==> src/rtl/uart_alu_interface.sv <==
// Command sequencer between uart_rx and the ALU/uart_tx pair: collects operand A,
// operand B and opcode, presents them to the ALU, and ships the result to uart_tx.
module uart_alu_interface #(
    parameter int N_DATA        = 8,
    parameter int NB_OP         = 6,
    parameter int TIMEOUT_TICKS = 16384,
    parameter int NB_TIMER      = 15
) (
    input  logic              i_clock,
    input  logic              i_reset,
    input  logic              i_tick,
    input  logic [N_DATA-1:0] i_rx_data,
    input  logic              i_rx_done,
    input  logic [N_DATA-1:0] i_alu_result,
    input  logic              i_tx_done,
    output logic [N_DATA-1:0] o_data_a,
    output logic [N_DATA-1:0] o_data_b,
    output logic [NB_OP-1:0]  o_op,
    output logic [N_DATA-1:0] o_tx_data,
    output logic              o_tx_start,
    output logic              o_timeout,
    output logic              o_overrun
);

    localparam logic [2:0] ST_WAIT_A  = 3'd0;
    localparam logic [2:0] ST_WAIT_B  = 3'd1;
    localparam logic [2:0] ST_WAIT_OP = 3'd2;
    localparam logic [2:0] ST_SEND    = 3'd3;
    localparam logic [2:0] ST_WAIT_TX = 3'd4;

    localparam logic [NB_TIMER-1:0] TIMER_LAST = NB_TIMER'(TIMEOUT_TICKS - 1);

    logic [2:0]          r_state;
    logic [NB_TIMER-1:0] r_timer;
    logic [N_DATA-1:0]   r_data_a;
    logic [N_DATA-1:0]   r_data_b;
    logic [NB_OP-1:0]    r_op;
    logic [N_DATA-1:0]   r_tx_data;
    logic                r_tx_start;
    logic                r_timeout;
    logic                r_overrun;

    logic w_timeout_hit;
    logic w_busy;

    assign w_timeout_hit = i_tick && (r_timer == TIMER_LAST);
    assign w_busy        = (r_state == ST_SEND) || (r_state == ST_WAIT_TX);

    always_ff @(posedge i_clock or negedge i_reset) begin
        if (!i_reset) begin
            r_state    <= ST_WAIT_A;
            r_timer    <= '0;
            r_data_a   <= '0;
            r_data_b   <= '0;
            r_op       <= '0;
            r_tx_data  <= '0;
            r_tx_start <= 1'b0;
            r_timeout  <= 1'b0;
            r_overrun  <= 1'b0;
        end else begin
            // NOTE: non-blocking defaults make the strobes one-cycle pulses; any
            // branch below that raises one overrides this default for that edge.
            r_tx_start <= 1'b0;
            r_timeout  <= 1'b0;
            r_overrun  <= i_rx_done && w_busy;

            case (r_state)
                ST_WAIT_A: begin
                    if (i_rx_done) begin
                        r_data_a <= i_rx_data;
                        r_timer  <= '0;
                        r_state  <= ST_WAIT_B;
                    end
                end
                ST_WAIT_B: begin
                    // A byte arriving on the expiring tick still counts.
                    if (i_rx_done) begin
                        r_data_b <= i_rx_data;
                        r_timer  <= '0;
                        r_state  <= ST_WAIT_OP;
                    end else if (w_timeout_hit) begin
                        r_timeout <= 1'b1;
                        r_timer   <= '0;
                        r_state   <= ST_WAIT_A;
                    end else if (i_tick) begin
                        r_timer <= r_timer + 1'b1;
                    end
                end
                ST_WAIT_OP: begin
                    if (i_rx_done) begin
                        r_op    <= i_rx_data[NB_OP-1:0];
                        r_timer <= '0;
                        r_state <= ST_SEND;
                    end else if (w_timeout_hit) begin
                        r_timeout <= 1'b1;
                        r_timer   <= '0;
                        r_state   <= ST_WAIT_A;
                    end else if (i_tick) begin
                        r_timer <= r_timer + 1'b1;
                    end
                end
                ST_SEND: begin
                    // o_op settled a full cycle ago, so the ALU output is stable.
                    r_tx_data  <= i_alu_result;
                    r_tx_start <= 1'b1;
                    r_state    <= ST_WAIT_TX;
                end
                ST_WAIT_TX: begin
                    if (i_tx_done) begin
                        r_state <= ST_WAIT_A;
                    end
                end
                default: begin
                    r_state <= ST_WAIT_A;
                end
            endcase
        end
    end

    assign o_data_a   = r_data_a;
    assign o_data_b   = r_data_b;
    assign o_op       = r_op;
    assign o_tx_data  = r_tx_data;
    assign o_tx_start = r_tx_start;
    assign o_timeout  = r_timeout;
    assign o_overrun  = r_overrun;

endmodule

==> config.mk <==
export PLATFORM = sky130hd
export DESIGN_NAME = uart_alu_interface
export DESIGN_NICKNAME = d
export VERILOG_FILES = /design/src/rtl/uart_alu_interface.sv
export SDC_FILE = /design/constraint.sdc
export NUM_CORES = 1
export LEC_CHECK = 0
export ABC_CLOCK_PERIOD_IN_PS = 2100
export BUFFER_PORTS_ARGS = -buffer_cell sky130_fd_sc_hd__buf_2
export CAP_MARGIN = 30
export CORE_MARGIN = 1.5
export CORE_UTILIZATION = 40
export CTS_BUF_LIST = sky130_fd_sc_hd__clkbuf_16
export CTS_CLUSTER_SIZE = 25
export DETAILED_ROUTE_END_ITERATION = 8
export GPL_TIMING_DRIVEN = 0
export PLACE_DENSITY = 0.64
export SLEW_MARGIN = 20
export SYNTH_ARGS = -nofsm -noshare
export SYNTH_HDL_FRONTEND = slang
export SYNTH_SLANG_ARGS = --single-unit
==> constraint.sdc <==
create_clock -name i_clock -period 2.1 [get_ports i_clock]
set_clock_uncertainty 0.1 [all_clocks]
set_input_delay 0.315 -clock i_clock [delete_from_list [all_inputs] [get_ports i_clock]]
set_output_delay 0.315 -clock i_clock [all_outputs]
set_load 0.01 [all_outputs]
# Yosys cells after proc, flatten, opt, wreduce, memory -nomap -nowiden
# Cells that the tools add are included.
# W data, S select, Z words.
dict set report word_totals {
  ff_bits 51
  input_bits 21
  out_inout_bits 33
}
dict set report classes {
  addsub 1
  n_eq_ne 8
  mux 15
  reduce_logical 11
}
# op count
set op_table {}
lappend op_table {{$mux W15} 4}
lappend op_table {{$pmux W15 S2} 1}
lappend op_table {{$add A15 B1 Y15 const B} 1}
lappend op_table {{$eq A15 B14 Y1 const B} 1}
lappend op_table {{$mux W3} 5}
lappend op_table {{$pmux W3 S5} 1}
lappend op_table {{$reduce_and A2 Y1} 4}
lappend op_table {{$eq A3 B2 Y1 const B} 2}
lappend op_table {{$mux W1} 4}
lappend op_table {{$ne A2 B2 Y1 const B} 2}
lappend op_table {{$ne A4 B1 Y1 const B} 1}
lappend op_table {{$eq A3 B1 Y1 const B} 1}
lappend op_table {{$eq A3 B3 Y1 const B} 1}
lappend op_table {{$logic_not A3 Y1} 1}
lappend op_table {{$reduce_and A3 Y1} 1}
lappend op_table {{$logic_and A1 B1 Y1} 2}
lappend op_table {{$reduce_bool A2 Y1} 1}
lappend op_table {{$reduce_or A2 Y1} 1}
lappend op_table {{$logic_or A1 B1 Y1} 1}

# Depth between registers and ports, before layout
dict set report depth {
  word_depth 5
  depth_mapped 7
  mapped_depth_nobuf 6
}

# Least setup slack after synthesis
# OpenSTA, ideal clock, no wires.
dict set report synth_path {
  path_type {register -> register}
  startpoint {register r_timer[0]}
  endpoint {register r_timer[5]}
  setup_ns 0.080
  t_arrival_ns 1.655
  required_time_ns 1.920
  setup_slack_ns 0.265
  path_stages_with_launch 8
  path_buffers 1
  period_less_slack_ns 1.835
  cell_sequence {dfrtp_1 ha_1 and3_1 and4_1 a21o_1 and2_4 buf_6 nor3_4}
}
dict set report synth_via {
  elab_chain_len 5
}
# element line_no
set synth_rtl {}
lappend synth_rtl {{start: declaration} 34} ;# logic [NB_TIMER-1:0] r_timer;
lappend synth_rtl {{start signal: assignment} 86} ;# r_timer <= r_timer + 1'b1;
lappend synth_rtl {{start signal: assignment} 99} ;# r_timer <= r_timer + 1'b1;
lappend synth_rtl {{$add A15 B1 Y15 or $eq A15 B14 Y1 (tied branches)} {86, 99, 46}}
lappend synth_rtl {{$mux W15 or $logic_and A1 B1 Y1 (tied branches)} {85, 98, 46}}
lappend synth_rtl {{$mux W15} 81} ;# end else if (w_timeout_hit) begin
lappend synth_rtl {{$mux W15} 90} ;# if (i_rx_done) begin
lappend synth_rtl {{$pmux W15 S2} 67} ;# case (r_state)
# Parallel ways exist; a longest one is shown, timed or not. The select of a mux whose other input is x is not followed.
# A chain may end at the register's enable or synchronous reset.

# Final worst setup path
# Ends and elaborated chain as after synthesis.

==> flow_summary.toml <==
[clocking]
clock_latency_ns = 0.29
cts-htree-levels = 2
cts_num_sinks = 51
postCtsSetupBuffers = 0
clockBufferDepth = 2
post_cts_resize_count = 0
numCtsBuffers = 5
cts-root-buf = "clkbuf_16"
cts_tree = "yes"
path_clk_slew_ns = 0.07

[timing]
final_hold_viol_count = 0
period_share_pct = 96.1
relSlewSlack_pct = 49.8
timing.hold.ws_ns = 0.121
slew_violations = 0
worst_slack_ns = 0.0817
final.setup.tns_ns = 0
period_needed_ns = 2.02
setup_viol = 0
timing.fmax_ghz = 0.495
worstMarginPinSlew_ns = 0.750
rsz0062_at_grt = "no"

[pwr]
p_total_mw = 3.74
p_per_area_nw_per_um2 = 1360
leakagePower_nw = 1.32
irDropWorstVdd_uv = 719

[yosys]
syn_avg_cell_area_um2 = 11.5
synth_warnings = 0
syn-instance-count = 192
yosysSeqAreaShare_pct = 57.7
synth.cell_area_um2 = 2210
synth_cell_type_count = 40
ys_seq_elements = 51
syn-num-nets = 214

[floorplan]
die_area_um2 = 5990
die_height_um = 77.4
coreArea_um2 = 5200
initial_core_util_pct = 42.5
num_io_pins = 54
row_count = 26
die_w_um = 77.4

[detailed_routing]
vias_per_cell = 4.91
drcViolationCount = 0
antenna_left = 0
drt_iter0_drc = 113
drt_first_pass_iters = 4
drt_wl_total_um = 4130
via_count = 1592
wl_per_cell_um = 12.7

[finish]
fillers = 492
drive_above_1_share_pct = 36.6
regArea_um2 = 1280
multi_input_area_um2 = 896
synthToLayoutAreaGrowth_pct = 24.3
final_cell_mix = "buf_2 (54), dfrtp_1 (51), nand2_1 (34), mux2_2 (22), nor2_1 (15)"
nNetsFinal = 275
layout_commonest_cell = "buf_2"
antenna_cells = 0
finalCoreUtilization_pct = 52.8

[run]
drv_cap = 0

[critical_path]
cp.arrival_ns = 2.13
timing_worst_setup_path_type = "flip-flop to flip-flop"
cp-start-kind = "flip-flop"
crit_required_ns = 2.21
critPathMaxFanout = 8
end_kind = "flip-flop"
r2r_setup_slack_ns = 0.08

[place]
port_buffers = 53
place_congestion = 0.710
post-place-ws_ns = 0.100
hpwl_um = 2870

[global_route]
antenna_found_initial = 0
grt_pass1_vias = 1445
grt-ovfl-total = 0
grt_first_pass_wirelength_um = 6910
grt.total_usage_pct = 14.7
grt_max_degree = 52

[run_status]
status = "complete, no violations"

[min_path]
holdCritPathClass = "primary input to flip-flop"
[area by class of cell]
cell class	count	share of cell area, %
multi-input combinational	133	32.6
tap	70	3.19
sequential	51	46.4
clock inverter	3	1.68
inverter	3	0.410
buffer	5	1.05
timing repair buffer	54	10.1
clock buffer	5	4.55
[metal layers]
layer	vias to the layer above	share of wire, %	track usage (%)
met2	40	47	22.5
met5	-	0	0
met4	0	1.5	6.55
li1	793	-	-
met1	755	48	20.3
met3	4	3.6	2.71
[power by group]
part / total, mW / switching [mW] / internal (mW)
combinational: 1.32 / 0.683 / 0.635
sequential: 1.51 / 0.185 / 1.32
clock: 0.915 / 0.349 / 0.566
[worst paths after layout]
| path | startpoint | endpoint | cells past startpoint |
|---|---|---|---|
| min in group asynchronous | i_reset | r_timer[7]$_DFFE_PN0P_ | 2 |
| worst max-delay path | r_timer[0]$_DFFE_PN0P_ | r_timer[5]$_DFFE_PN0P_ | 7 |
| worst max register to register | r_timer[0]$_DFFE_PN0P_ | r_timer[5]$_DFFE_PN0P_ | 7 |
| worst min-delay path | i_alu_result[6] | o_tx_data[6]$_DFFE_PN0P_ | 3 |
| max in group asynchronous | i_reset | o_tx_data[4]$_DFFE_PN0P_ | 2 |
| worst min register to register | o_tx_data[6]$_DFFE_PN0P_ | o_tx_data[6]$_DFFE_PN0P_ | 2 |
[per-stage QoR]
stage / std cells / cell area [um2]
global route: 324 / 2750
global placement: 315 / 2560
CTS: 324 / 2750
detailed placement: 315 / 2570
finish: 324 / 2750
floorplan: 192 / 2210
[Yosys cell counts, drive strengths merged]
master / number / share of area (%)
nor2: 15 / 2.5
buf: 4 / 1.1
nor3b: 1 / 0.34
or3: 1 / 0.28
nand4: 5 / 1.4
nand2: 34 / 5.8
and4: 2 / 0.79
mux2: 22 / 11
a2bb2oi: 1 / 0.40
nand3b: 3 / 1.0
nor4: 1 / 0.28
a21oi: 3 / 0.68
clkbuf: 1 / 0.17
nand3: 5 / 1.1
a211o: 1 / 0.40
and2: 2 / 0.68
o2bb2ai: 3 / 1.2
o22ai: 1 / 0.28
a211oi: 1 / 0.57
a311o: 1 / 0.45
ha: 1 / 0.57
nor3: 2 / 1.2
a21o: 2 / 0.68
o31ai: 1 / 0.34
xor2: 7 / 2.8
nand2b: 5 / 1.8
a311oi: 1 / 0.40
clkinv: 1 / 0.17
and3: 4 / 1.1
inv: 2 / 0.34
or2: 1 / 0.28
dfrtp: 51 / 58
o21ai: 6 / 1.5
mux2i: 1 / 0.45
[registers in the layout, indices dropped and copies added, names as in the netlist]
name	cells
r_timer	15
o_op	6
o_timeout	1
r_state	3
o_data_b	8
o_tx_data	8
o_data_a	8
o_overrun	1
o_tx_start	1
[worst max-delay path, stage by stage, from the launching register on]
cell	delay, ns
dfrtp_1	0.41
ha_1	0.24
and3_1	0.24
and4_1	0.22
a21o_1	0.26
and2_4	0.18
buf_6	0.13
nor3_4	0.16
[kinds of logic after synthesis]
kind of cell | synth area share (%)
adders and majority gates | 0.566
buffers and inverters | 1.81
DFF | 57.7
AOI/OAI and AO/OA | 6.90
and+or+nand+nor | 18.6
muxes | 11.7
xor gates and xnor gates | 2.77
[timing repair]
item / 4_1_cts / 5_1_grt
setup endpoints to repair: 0 / 0
hold buffers: 1 / 0
endpoints found under the hold margin: 51 / 0
(Power assumes the default switching activity.)
